[src/rtl/fmap_stream_tx_pkg.sv]
// Shared definitions for the feature-map pixel stream transmitter:
// pixel format, sequencer states and frame geometry helper.
package fmap_stream_tx_pkg;

  // Pixel format shared with the 5x5 conv feature-map datapath (Q8.16).
  localparam int FMAP_DATA_WIDTH = 24;
  localparam int FMAP_INT_BITS   = 8;
  localparam int FMAP_FRAC_BITS  = 16;

  // Cycles spent in DRAIN after the last read strobe is on the bus: the
  // read data returns one cycle later and is registered one cycle after
  // that, so done can fire on the cycle after the last valid pixel.
  localparam logic [1:0] DRAIN_LAST = 2'd2;

  typedef enum logic [1:0] {
    ST_IDLE  = 2'd0,
    ST_READ  = 2'd1,
    ST_GAP   = 2'd2,
    ST_DRAIN = 2'd3
  } fmap_state_e;

  // Number of pixels in one frame.
  function automatic int unsigned fmap_frame_size(input int unsigned w,
                                                  input int unsigned h);
    return w * h;
  endfunction

endpackage

[src/rtl/fmap_stream_tx.sv]
// Feature-map stream transmitter: reads one IMG_W x IMG_H frame in raster
// order from a synchronous single-port buffer and emits it as a
// valid-qualified pixel stream with sof/eol markers, optional inter-row
// idle gaps, pause gating of reads and a done pulse at frame end.
module fmap_stream_tx
  import fmap_stream_tx_pkg::*;
#(
  parameter int DATA_WIDTH = FMAP_DATA_WIDTH,
  parameter int IMG_W      = 32,
  parameter int IMG_H      = 32,
  parameter int ROW_GAP    = 0,
  parameter int ADDR_WIDTH = $clog2(fmap_frame_size(IMG_W, IMG_H))
) (
  input  logic                  clk,
  input  logic                  rst,
  input  logic                  start,
  input  logic                  pause,
  output logic                  rd_en,
  output logic [ADDR_WIDTH-1:0] rd_addr,
  input  logic [DATA_WIDTH-1:0] rd_data,
  output logic [DATA_WIDTH-1:0] data_out,
  output logic                  valid_out,
  output logic                  sof,
  output logic                  eol,
  output logic                  busy,
  output logic                  done
);

  localparam int COL_W = $clog2(IMG_W);
  localparam int ROW_W = (IMG_H > 1) ? $clog2(IMG_H) : 1;
  localparam int GAP_W = (ROW_GAP > 1) ? $clog2(ROW_GAP) : 1;

  localparam logic [COL_W-1:0] COL_LAST = COL_W'(IMG_W - 1);
  localparam logic [ROW_W-1:0] ROW_LAST = ROW_W'(IMG_H - 1);
  localparam logic [GAP_W-1:0] GAP_LAST = GAP_W'((ROW_GAP > 0) ? (ROW_GAP - 1) : 0);
  localparam bit               HAS_GAP  = (ROW_GAP > 0);

  // Sequencer and raster counters
  fmap_state_e            state_q, state_d;
  logic [COL_W-1:0]       col_q, col_d;
  logic [ROW_W-1:0]       row_q, row_d;
  logic [ADDR_WIDTH-1:0]  addr_q, addr_d;
  logic [GAP_W-1:0]       gap_cnt_q, gap_cnt_d;
  logic [1:0]             drain_cnt_q, drain_cnt_d;
  logic                   busy_q, busy_d;
  logic                   done_q, done_d;

  // Read strobe stage (cycle t) and its markers
  logic                   rd_en_q, rd_en_d;
  logic [ADDR_WIDTH-1:0]  rd_addr_q, rd_addr_d;
  logic                   rd_sof_q, rd_sof_d;
  logic                   rd_eol_q, rd_eol_d;

  // Data-return stage (cycle t+1), aligned with rd_data
  logic                   pv_q, pv_d;
  logic                   psof_q, psof_d;
  logic                   peol_q, peol_d;

  // Output stage (cycle t+2)
  logic                   valid_q, valid_d;
  logic                   sof_q, sof_d;
  logic                   eol_q, eol_d;
  logic [DATA_WIDTH-1:0]  data_q, data_d;

  // Position of the pixel considered for issue this cycle
  logic                   issue_s;
  logic [COL_W-1:0]       col_cur_s;
  logic [ROW_W-1:0]       row_cur_s;
  logic [ADDR_WIDTH-1:0]  addr_cur_s;

  // Next-state, read-issue decision and read-latency pipeline
  always_comb begin
    state_d     = state_q;
    col_d       = col_q;
    row_d       = row_q;
    addr_d      = addr_q;
    gap_cnt_d   = gap_cnt_q;
    drain_cnt_d = drain_cnt_q;
    busy_d      = busy_q;
    done_d      = 1'b0;
    rd_en_d     = 1'b0;
    rd_addr_d   = rd_addr_q;
    rd_sof_d    = 1'b0;
    rd_eol_d    = 1'b0;
    issue_s     = 1'b0;
    col_cur_s   = col_q;
    row_cur_s   = row_q;
    addr_cur_s  = addr_q;

    case (state_q)
      ST_IDLE: begin
        if (start) begin
          // Counters restart from the frame origin; a paused start is
          // still accepted and simply waits in READ.
          state_d    = ST_READ;
          busy_d     = 1'b1;
          col_cur_s  = '0;
          row_cur_s  = '0;
          addr_cur_s = '0;
          col_d      = '0;
          row_d      = '0;
          addr_d     = '0;
          issue_s    = ~pause;
        end else begin
          busy_d = 1'b0;
        end
      end
      ST_READ: begin
        issue_s = ~pause;
      end
      ST_GAP: begin
        // The gap counter ignores pause; pause only gates read strobes.
        if (gap_cnt_q == GAP_LAST) begin
          state_d   = ST_READ;
          gap_cnt_d = '0;
        end else begin
          gap_cnt_d = gap_cnt_q + 1'b1;
        end
      end
      ST_DRAIN: begin
        if (drain_cnt_q == DRAIN_LAST) begin
          state_d     = ST_IDLE;
          drain_cnt_d = '0;
          busy_d      = 1'b0;
          done_d      = 1'b1;
        end else begin
          drain_cnt_d = drain_cnt_q + 1'b1;
        end
      end
      default: begin
        state_d = ST_IDLE;
        busy_d  = 1'b0;
      end
    endcase

    if (issue_s) begin
      rd_en_d   = 1'b1;
      rd_addr_d = addr_cur_s;
      rd_sof_d  = (addr_cur_s == '0);
      rd_eol_d  = (col_cur_s == COL_LAST);
      if (col_cur_s == COL_LAST) begin
        col_d = '0;
        if (row_cur_s == ROW_LAST) begin
          // Frame fully issued; clearing addr keeps it inside the frame.
          state_d     = ST_DRAIN;
          row_d       = '0;
          addr_d      = '0;
          drain_cnt_d = '0;
        end else begin
          row_d     = row_cur_s + 1'b1;
          addr_d    = addr_cur_s + 1'b1;
          state_d   = HAS_GAP ? ST_GAP : ST_READ;
          gap_cnt_d = '0;
        end
      end else begin
        col_d  = col_cur_s + 1'b1;
        addr_d = addr_cur_s + 1'b1;
      end
    end else begin
      rd_en_d = 1'b0;
    end

    // Markers travel with the read through the RAM latency stage.
    pv_d    = rd_en_q;
    psof_d  = rd_sof_q;
    peol_d  = rd_eol_q;
    valid_d = pv_q;
    sof_d   = psof_q;
    eol_d   = peol_q;
    if (pv_q) begin
      data_d = rd_data;
    end else begin
      data_d = data_q;
    end
  end

  // State, counters and all registered outputs
  always_ff @(posedge clk or negedge rst) begin
    if (!rst) begin
      state_q     <= ST_IDLE;
      col_q       <= '0;
      row_q       <= '0;
      addr_q      <= '0;
      gap_cnt_q   <= '0;
      drain_cnt_q <= '0;
      busy_q      <= 1'b0;
      done_q      <= 1'b0;
      rd_en_q     <= 1'b0;
      rd_addr_q   <= '0;
      rd_sof_q    <= 1'b0;
      rd_eol_q    <= 1'b0;
      pv_q        <= 1'b0;
      psof_q      <= 1'b0;
      peol_q      <= 1'b0;
      valid_q     <= 1'b0;
      sof_q       <= 1'b0;
      eol_q       <= 1'b0;
      data_q      <= '0;
    end else begin
      state_q     <= state_d;
      col_q       <= col_d;
      row_q       <= row_d;
      addr_q      <= addr_d;
      gap_cnt_q   <= gap_cnt_d;
      drain_cnt_q <= drain_cnt_d;
      busy_q      <= busy_d;
      done_q      <= done_d;
      rd_en_q     <= rd_en_d;
      rd_addr_q   <= rd_addr_d;
      rd_sof_q    <= rd_sof_d;
      rd_eol_q    <= rd_eol_d;
      pv_q        <= pv_d;
      psof_q      <= psof_d;
      peol_q      <= peol_d;
      valid_q     <= valid_d;
      sof_q       <= sof_d;
      eol_q       <= eol_d;
      data_q      <= data_d;
    end
  end

  assign rd_en     = rd_en_q;
  assign rd_addr   = rd_addr_q;
  assign data_out  = data_q;
  assign valid_out = valid_q;
  assign sof       = sof_q;
  assign eol       = eol_q;
  assign busy      = busy_q;
  assign done      = done_q;

endmodule

[config.mk]
export PLATFORM = sky130hd
export DESIGN_NAME = fmap_stream_tx
export DESIGN_NICKNAME = d
export VERILOG_FILES = /design/src/rtl/fmap_stream_tx_pkg.sv /design/src/rtl/fmap_stream_tx.sv
export SDC_FILE = /design/constraint.sdc
export NUM_CORES = 1
export LEC_CHECK = 0
export ABC_CLOCK_PERIOD_IN_PS = 4400
export CORE_ASPECT_RATIO = 2
export CORE_UTILIZATION = 63
export CTS_BUF_LIST = sky130_fd_sc_hd__clkbuf_8
export DETAILED_ROUTE_END_ITERATION = 12
export DONT_BUFFER_PORTS = 1
export PLACE_DENSITY = 0.77
export SYNTH_ARGS = -nofsm -noshare
export SYNTH_HDL_FRONTEND = slang
export SYNTH_SLANG_ARGS = --single-unit
[constraint.sdc]
create_clock -name clk -period 4.4 [get_ports clk]
set_input_delay 0.88 -clock clk [delete_from_list [all_inputs] [get_ports clk]]
set_output_delay 0.88 -clock clk [all_outputs]
set_load 0.02 [all_outputs]
==> After elaboration in Yosys (flattened, before gate mapping) <==
Index checks and enable logic that the tools add are counted.
{ "totals": {"register_bits": 70, "output_inout_bits": 40, "input_bits": 28, "word_cells": 77} }
{ "op_classes": {"n_mux": 41, "n_bitwise": 1, "add_sub_neg": 5, "reduce_logical": 4, "n_eq_ne": 7} }
{ "op_table": {"columns": ["cell", "n"], "rows": [
  ["$mux W10", 5],
  ["$mux W5", 9],
  ["$mux W2", 11],
  ["$mux W1", 13],
  ["$add A10 B1 Y10 const B", 1],
  ["$add A5 B1 Y5 const B", 2],
  ["$eq A5 B5 Y1 const B", 2],
  ["$logic_not A10 Y1", 1],
  ["$eq A2 B2 Y1 const B", 3],
  ["$pmux W2 S3", 1],
  ["$pmux W1 S2", 2],
  ["$add A2 B1 Y2 const B", 1],
  ["$eq A2 B1 Y1 const B", 1],
  ["$logic_not A2 Y1", 1],
  ["$ne A2 B2 Y1 const B", 1],
  ["$reduce_and A2 Y1", 1],
  ["$reduce_bool A2 Y1", 1],
  ["$add A1 B1 Y1 const B", 1],
  ["$not A1 Y1", 1]
]} }

==> Depth between registers and ports, before layout <==
Gate-level depths: netlist of the first run.
{ "logic_depth": {"word_depth": 6, "ltp_mapped": 10} }

==> Worst setup path after synthesis of the first run <==
Ideal clock, no wire load.
{ "synth_timing": {"path_type": "input port to flip-flop", "start": "input port start", "end": "register addr_q[9]", "path_slack_ns": 1.748, "path_buffers": 1, "arrival_time_ns": 2.551, "required_ns": 4.299, "cell_stages": 10, "setup_ns": 0.101, "cell_sequence": "or3b_1 > buf_2 > and2_1 > ha_1 > nand2_1 > nor3_1 > ha_1 > nand4b_1 > a21oi_1 > nor4_1"} }
{ "synth_between": {"elab_chain_cells": 6, "word_cells_on_any_way": 14, "cone_classes": "1 x add/sub; 2 x eq/ne; 11 x mux"} }
{ "synth_rtl": {"columns": ["element", "line", "source"], "rows": [
  ["start, declared", "fmap_stream_tx.sv:16", "input logic start,"],
  ["$mux W10 or $mux W5 (tied branches)", "fmap_stream_tx.sv:92", "if (start) begin"],
  ["$mux W10 or $mux W5 (tied branches)", "fmap_stream_tx.sv:90", "case (state_q)"],
  ["$add A10 B1 Y10 or $eq A5 B5 Y1 (tied branches)", "fmap_stream_tx.sv:151, fmap_stream_tx.sv:157, fmap_stream_tx.sv:143", null],
  ["$mux W10", "fmap_stream_tx.sv:143", "if (row_cur_s == ROW_LAST) begin"],
  ["$mux W10", "fmap_stream_tx.sv:141", "if (col_cur_s == COL_LAST) begin"],
  ["$mux W10 *", "fmap_stream_tx.sv:136", "if (issue_s) begin"],
  ["named net addr_d[9]", "fmap_stream_tx.sv:42", "logic [ADDR_WIDTH-1:0] addr_q, addr_d;"],
  ["end signal, assigned", "fmap_stream_tx.sv:203", "addr_q <= addr_d;"],
  ["end, declared", "fmap_stream_tx.sv:42", null]
]} }
The timed path passes the listed nets; every way through them passes the cells marked *.
A chain may end at the register's enable or synchronous reset.

==> Worst setup path after layout of the first run <==
{ "layout_timing": {"start": "register state_q[1]", "end": "register addr_q[9]"} }
{ "layout_between": {"elab_chain_cells": 6, "word_cells_on_any_way": 12, "cone_classes": "1 x add/sub; 3 x eq/ne; 7 x mux; 1 x reduce/logical"} }
{ "layout_rtl": {"columns": ["element", "line", "source"], "rows": [
  ["start, declared", "fmap_stream_tx.sv:39", "fmap_state_e state_q, state_d;"],
  ["start signal, assigned", "fmap_stream_tx.sv:200", "state_q <= state_d;"],
  ["$logic_not A2 Y1", "fmap_stream_tx.sv:90", null],
  ["$mux W10 or $mux W5 (tied branches)", "fmap_stream_tx.sv:90", null],
  ["$add A10 B1 Y10 or $eq A5 B5 Y1 (tied branches)", "fmap_stream_tx.sv:151, fmap_stream_tx.sv:157, fmap_stream_tx.sv:143", null],
  ["$mux W10", "fmap_stream_tx.sv:143", null],
  ["$mux W10", "fmap_stream_tx.sv:141", null],
  ["$mux W10 *", "fmap_stream_tx.sv:136", null],
  ["named net addr_d[9]", "fmap_stream_tx.sv:42", null]
]} }
Marked as above.

==> out/qor_table.md, run 1 <==
| Step | Result | Value |
|---|---|---|
| placement | DP Wirelength | 4.055 mm |
| setup path | Kind of end point of the critical path | flop |
| floorplan | Area of the die | 5096 sq um |
| timing | Maximum clock skew at final layout | 0.005629 ns |
| logic synthesis | Most common flop cell mapped by yosys | sky130_fd_sc_hd__dfrtp_1 |
| setup path | Data required, critical path | 4.61 ns |
| power | Lkg Pwr | 1.443 nW |
| setup path | CP max stage cell | sky130_fd_sc_hd__dfrtp_1 |
| min path | Class of the tightest hold or removal check | in2async |
| logic synthesis | Average instance area after synthesis | 12.00 sq um |
| timing | Worst-margin pin slew | 0.9022 ns |
| setup path | Top Family by Delay on Critical Path | simple AND/OR/NAND/NOR gates |
| floorplan | Number of standard-cell rows in the floorplan | 35 |
| cells and area | Antenna cell count | 0 |
| timing | Slew margin rel. | 0.3986 |
| detailed routing | Routed Antenna Nets | 0 |
| setup path | Crit-path max FO | 17 |
| clocking | CTS tree | built |
| power | PD cells | 506.2 nW/um^2 |
| clocking | Number of levels the H-tree was split into | 3 |
| clocking | Clock Sink Count | 70 |
| detailed routing | Routed wire per std cell | 18.50 microns |
| setup path | Delay of the slowest cell on the worst path | 0.63 ns |
| setup path | Startpoint of the most critical register-to-register path | state_q[1] |
| logic synthesis | Warnings from Yosys | 0 |
| floorplan | Starting density of the core | 0.6574 |
| grt | Number of antenna violations at the first check in global routing | 0 |
| setup path | Number of cells on the worst reg-to-reg path | 9 |
| detailed routing | Number of vias in the routed layout | 2004 |
| power | VDD IR max | 0.0003846 V |
| setup path | Type of origin of the critical path | flop |
| grt | Largest net degree at the start of global routing | 71 |
| grt | Wire length of the first global-routing pass | 9.094 mm |
| setup path | Crit path cell chain | or3b_1, and2_1, ha_1, nand2_1, nor3_1, ha_1, nand4b_1, a21oi_1, nor4_1 |
| clocking | Clk buf depth | 2 |
| detailed routing | Detailed Routing Iterations Pass 1 | 4 |
| setup path | Internal reg-to-reg setup slack | 1.50 ns |
| timing | Final count of hold timing violations | 0 |
| setup path | Signal arrival time at the worst endpoint | 3.11 ns |
| timing | Fin crit share | 0.6599 |
| floorplan | Number of top-level design ports | 68 |
| clocking | Buffer type at the clock tree root | sky130_fd_sc_hd__clkbuf_8 |
| detailed routing | Post-detailed-route DRC marker count | 0 |
| setup path | Buffers and inverters on the worst path | 0 |
| detailed routing | Via-per-instance ratio | 6.465 |
| logic synthesis | Syn_nets | 286 |
| power | Sequential fraction of design power | 0.538 |
| clocking | Inserted Clock Buffers | 9 |
| floorplan | Horizontal die dimension | 50.98 microns |
| timing | Setup repair after global routing missed its margin | no |
| cells and area | Commonest non-fill, non-tap cell in the layout | sky130_fd_sc_hd__dfrtp_1 |
| timing | Final total negative setup slack | 0 ns |
| job | Max-cap violations | 0 |
| logic synthesis | Count of state elements after synthesis | 70 |
| cells and area | Final net count | 284 |
| detailed routing | Total detailed-routing wirelength | 5.736 mm |
| cells and area | Area growth syn-to-layout | 7.243% |
| cells and area | Total of fill cells in the finished design | 332 |
| logic synthesis | Unique cell type count in the Yosys netlist | 43 |
| timing | Max frequency | 344.4 MHz |
| floorplan | Die span in y | 99.96 microns |
| placement | Count of buffers inserted at the top-level ports | 0 |
| grt | Grt total ovfl | 0 |
| grt | Number of global-route vias before repair | 2022 |
| clocking | Clock transition at the registers of the reported paths | 0.07 ns |
| power | Sw Pwr | 0.4796 mW |
| setup path | Kind of critical path | reg2reg |
| logic synthesis | Cell Area, Synth | 3023 sq um |
| timing | Max-slew violation total from the final report | 0 |
| timing | WHS | 0.2303 ns |
| logic synthesis | Async SR Flop Fraction | 1.000 |
| cells and area | Highest-count cells in the layout ignoring fill and taps | 70 x sky130_fd_sc_hd__dfrtp_1, 28 x sky130_fd_sc_hd__mux2_2, 17 x sky130_fd_sc_hd__nand2_1 |
| status | Outcome | finished clean |
| logic synthesis | Share of synthesized area occupied by flip-flops and latches | 0.5795 |
| power | Cell Int Power | 1.161 mW |
| power | Fraction of power consumed by the clock network | 0.333 |
| logic synthesis | Syn Inst Count | 252 |
| setup path | Destination of the worst register-to-register timing path | addr_q[9] |
| setup path | Critical Path Most Common Cell | sky130_fd_sc_hd__ha_1 |
| clocking | Setup repair bufs after CTS | 0 |
| logic synthesis | Post-synth EDFFs | 0 |
| clocking | Post-CTS resize count | 0 |
| grt | All-Layer GR Usage | 0.2483 |
| floorplan | Core region area | 4598 sq um |
| cells and area | Multi-input gate area in the final layout | 1177 sq um |
| clocking | Number of buffers inserted for hold repair after clock tree synthesis | 0 |
| placement | Final weighted congestion of routability-driven global placement | 0.8472 |
| power | Combinational power share | 0.129 |
| detailed routing | Detailed router's first-iteration violation count | 63 |
| clocking | Clk Latency, worst-skew pair | 0.34 ns |
| cells and area | Storage cell area | 1752 sq um |
| timing | Minimum clock period | 2.904 ns |
| timing | Setup-failing EPs final | 0 |
| placement | Worst slack at placement | 1.304 ns |
| cells and area | Share of post-route cells with drive strength above 1 | 0.1843 |
| power | Net switching fraction of the power | 0.2923 |
| timing | Final WS setup | 1.496 ns |
through the flow:
step / cell area [sq um] / utilization / std cells / power, mW
6_report: 3242 / 0.7050 / 310 / 1.641
5_1_grt: 3242 / 0.7050 / 310 / 1.710
3_5_place_dp: 3028 / 0.6585 / 294 / 1.105
2_1_floorplan: 3023 / - / 252 / 1.048
3_3_place_gp: 3028 / 0.6585 / 294 / 1.094
4_1_cts: 3242 / 0.7050 / 310 / 1.648
worst max-delay path by stage:
stage / start / end / slack, ns / cells after the start
after floorplan: start / addr_q[9] / 1.75 / 10
after global placement: start / addr_q[9] / 1.35 / 9
after detailed placement: start / addr_q[9] / 1.30 / 9
after CTS: state_q[1] / addr_q[9] / 1.54 / 9
after global routing: state_q[1] / addr_q[9] / 1.26 / 9
final: state_q[1] / addr_q[9] / 1.50 / 9
Yosys cell counts (4+ instances only):
master                      n  area share
sky130_fd_sc_hd__dfrtp_1   70        0.58
sky130_fd_sc_hd__mux2_2    28        0.10
sky130_fd_sc_hd__nand2_1   17       0.021
sky130_fd_sc_hd__o21ai_0   15       0.025
sky130_fd_sc_hd__a21oi_1   12       0.020
sky130_fd_sc_hd__inv_1      8      0.0099
sky130_fd_sc_hd__nand3_1    7       0.012
sky130_fd_sc_hd__and2_1     6       0.012
sky130_fd_sc_hd__buf_2      6      0.0099
sky130_fd_sc_hd__clkbuf_1   6      0.0074
sky130_fd_sc_hd__ha_1       6       0.025
sky130_fd_sc_hd__nand4_1    6       0.012
sky130_fd_sc_hd__a22o_1     5       0.014
sky130_fd_sc_hd__mux2i_1    5       0.017
sky130_fd_sc_hd__nor2_1     5      0.0062
sky130_fd_sc_hd__nor4_1     5       0.010
sky130_fd_sc_hd__nor3_1     4      0.0066
sky130_fd_sc_hd__o31ai_1    4      0.0099
state kept, by name, summed over array words and instances (netlist names), 2 cells and up:
register / count
data_out: 24
addr_q: 10
rd_addr: 10
col_q: 5
row_q: 5
drain_cnt_q: 2
state_q: 2
power groups by stage:
stage	combinational [mW]	clock [mW]	sequential, mW
floorplan	0.194	0	0.854
finish	0.212	0.546	0.883
global route	0.236	0.576	0.898
CTS	0.212	0.554	0.883
detailed placement	0.211	0	0.894
global placement	0.202	0	0.892
layout make-up:
cell class,count,share of cell area
inverter,8,0.009263
tap,55,0.02123
clock buffer,9,0.03821
multi-input combinational,161,0.3632
clock inverter,7,0.02779
sequential,70,0.5403
worst register-to-register path, cell delays in order, from the launching register on:
cell and delay [ns]:
sky130_fd_sc_hd__dfrtp_1 0.63, sky130_fd_sc_hd__or3b_1 0.53, sky130_fd_sc_hd__and2_1 0.25, sky130_fd_sc_hd__ha_1 0.19, sky130_fd_sc_hd__nand2_1 0.06, sky130_fd_sc_hd__nor3_1 0.14
sky130_fd_sc_hd__ha_1 0.28, sky130_fd_sc_hd__nand4b_1 0.12, sky130_fd_sc_hd__a21oi_1 0.45, sky130_fd_sc_hd__nor4_1 0.12
cell families (layout without fill, tap and decap cells):
logic type,after synthesis,in the layout,share of synthesized area
mux,33,33,0.1209
simple gates,71,71,0.1354
flops,70,70,0.5795
xor+xnor,1,1,0.002898
compound gates,50,50,0.1056
buf+inv,21,24,0.03104
fa+ha+maj,6,6,0.02483
layer usage:
layer	track usage	routed length (microns)	share of wire
met5	0	0	0
met3	0.06061	300	0.052
met1	0.2720	2170	0.38
met2	0.4140	3115	0.54
met4	0.1624	149	0.026
Power figures use the tool's default switching activity.
==> run 2, diff against run 1 <==
Settings changed: ABC_CLOCK_PERIOD_IN_PS 4400 to 2750.
Clock period 4.4 ns to 2.75 ns, I/O delays scaled along.
==> run 2 against run 1 <==
  * Register-to-register slack got worse by 1.1 ns
  * Non-clock buffer count rose by 7
  * Sequential power grew 60%
  * Via count rose by 1.3%
  * Maximum frequency grew 21%
  * Die area is the same
  * Clock skew increased by 0.0021 ns
  * Final area rose by 2.4%
  * Clock-buffer cell count increased by 1
  * Combinational power increased by 67%
  * Total power up 63%
  * Critical endpoint is now row_q[2]
==> out/qor_table.md, run 2 (synthesis results as in run 1) <==
| Step | Result | Value |
|---|---|---|
| detailed routing | Routed wire per std cell | 18.38 microns |
| clocking | Post-CTS resize count | 0 |
| timing | Max frequency | 416.2 MHz |
| clocking | Clk buf depth | 2 |
| detailed routing | Number of vias in the routed layout | 2030 |
| placement | DP Wirelength | 4.075 mm |
| timing | Minimum clock period | 2.402 ns |
| timing | Final count of hold timing violations | 0 |
| setup path | Startpoint of the most critical setup path | state_q[0] |
| timing | Fin crit share | 0.8736 |
| floorplan | Number of standard-cell rows in the floorplan | 35 |
| setup path | Kind of end point of the critical path | flop |
| setup path | Startpoint of the most critical register-to-register path | state_q[0] |
| timing | Worst-margin pin slew | 0.9165 ns |
| setup path | Signal arrival time at the worst endpoint | 2.64 ns |
| setup path | Crit path cell chain | or3b_1, and2_1, ha_1, nand2_1, nor3_1, ha_1, nor2b_1, nand3_1, o32ai_1 |
| detailed routing | Routed Antenna Nets | 0 |
| power | PD cells | 806.4 nW/um^2 |
| floorplan | Number of top-level design ports | 68 |
| clocking | Buffer type at the clock tree root | sky130_fd_sc_hd__clkbuf_8 |
| grt | Number of antenna violations at the first check in global routing | 0 |
| cells and area | Commonest non-fill, non-tap cell in the layout | sky130_fd_sc_hd__dfrtp_1 |
| grt | Largest net degree at the start of global routing | 71 |
| clocking | CTS tree | built |
| grt | Number of global-route vias before repair | 2002 |
| clocking | Inserted Clock Buffers | 9 |
| clocking | Clk Latency, worst-skew pair | 0.34 ns |
| clocking | Clock transition at the registers of the reported paths | 0.08 ns |
| detailed routing | Total detailed-routing wirelength | 5.807 mm |
| grt | All-Layer GR Usage | 0.2599 |
| setup path | Critical Path Most Common Cell | sky130_fd_sc_hd__ha_1 |
| grt | Wire length of the first global-routing pass | 9.515 mm |
| floorplan | Core region area | 4598 sq um |
| clocking | Setup repair bufs after CTS | 0 |
| timing | Setup-failing EPs final | 0 |
| cells and area | Highest-count cells in the layout ignoring fill and taps | 70 x sky130_fd_sc_hd__dfrtp_1, 28 x sky130_fd_sc_hd__mux2_2, 17 x sky130_fd_sc_hd__nand2_1 |
| timing | Slew margin rel. | 0.3890 |
| placement | Final weighted congestion of routability-driven global placement | 0.8279 |
| power | Lkg Pwr | 1.487 nW |
| cells and area | Final net count | 291 |
| cells and area | Flip-flop count of the largest register, all copies and words added | 24 |
| grt | Grt total ovfl | 0 |
| floorplan | Die span in y | 99.96 microns |
| floorplan | Area of the die | 5096 sq um |
| clocking | Number of buffers inserted for hold repair after clock tree synthesis | 1 |
| power | Overall power | 2.678 mW |
| timing | Final total negative setup slack | 0 ns |
| job | Max-cap violations | 0 |
| setup path | CP max stage cell | sky130_fd_sc_hd__or3b_1 |
| cells and area | Area growth syn-to-layout | 9.851% |
| setup path | Top Family by Delay on Critical Path | simple AND/OR/NAND/NOR gates |
| timing | Max-slew violation total from the final report | 0 |
| setup path | Delay of the slowest cell on the worst path | 0.48 ns |
| power | VDD IR max | 0.0005254 V |
| floorplan | Horizontal die dimension | 50.98 microns |
| cells and area | Share of post-route cells with drive strength above 1 | 0.2069 |
| placement | Count of buffers inserted at the top-level ports | 0 |
| cells and area | Antenna cell count | 0 |
| clocking | Clock Sink Count | 70 |
| status | Outcome | finished clean |
| detailed routing | Detailed router's first-iteration violation count | 59 |
| setup path | Kind of critical path | reg2reg |
| clocking | Number of levels the H-tree was split into | 3 |
| floorplan | Starting density of the core | 0.6574 |
| detailed routing | Via-per-instance ratio | 6.424 |
| setup path | Crit-path max FO | 7 |
| min path | Class of the tightest hold or removal check | in2async |
| setup path | Data required, critical path | 2.98 ns |
| timing | Setup repair after global routing missed its margin | no |
| setup path | Buffers and inverters on the worst path | 0 |
| timing | Maximum clock skew at final layout | 0.007713 ns |
| setup path | Type of origin of the critical path | flop |
| detailed routing | Post-detailed-route DRC marker count | 0 |
| detailed routing | Detailed Routing Iterations Pass 1 | 4 |
==> run 2: worst paths after layout <==
path,to,slack [ns],cells after the start
worst max-delay path,row_q[2],0.35,9
worst min-delay path,data_out[17],0.07,1
worst max register to register,row_q[2],0.35,9
worst min register to register,psof_q,0.35,0
max in group asynchronous,addr_q[2],2.39,1
min in group clk,data_out[17],0.35,1
==> run 2: stage by stage <==
stage / utilization / cells / area [sq um] / hold slack [ns] / setup slack [ns]
finish: 0.7222 / 316 / 3321 / 0.06596 / 0.3475
global route: 0.7222 / 316 / 3321 / 0.08051 / 0.1796
CTS: 0.7222 / 316 / 3321 / 0.07786 / 0.3942
detailed placement: 0.6683 / 300 / 3073 / 0.2557 / 0.2643
global placement: 0.6683 / 300 / 3073 / 0.2556 / 0.3418
floorplan: - / 252 / 3023 / 0.2544 / 0.4283
==> run 2: per-layer routing <==
| layer | track usage | wire length (microns) | vias up |
|---|---|---|---|
| met1 | 0.2687 | 2121 | 1003 |
| met2 | 0.4443 | 3232 | 82 |
| li1 | - | - | 936 |
| met5 | 0 | 0 | - |
| met3 | 0.08788 | 324 | 9 |
| met4 | 0.1453 | 129 | 0 |
==> run 2: final cells by class <==
| class | count | area [sq um] |
|---|---|---|
| sequential | 70 | 1752 |
| fill | 309 | 1277 |
| multi-input combinational | 161 | 1177 |
| clock buffer | 10 | 137.6 |
| clock inverter | 5 | 82.58 |
| timing repair buffer | 7 | 72.57 |
| tap | 55 | 68.82 |
| inverter | 8 | 30.03 |
==> run 2: report_power, final <==
group / internal, mW / switching, mW / total [mW]
logic: 0.174 / 0.178 / 0.353
registers: 1.18 / 0.232 / 1.41
clock network: 0.533 / 0.377 / 0.911
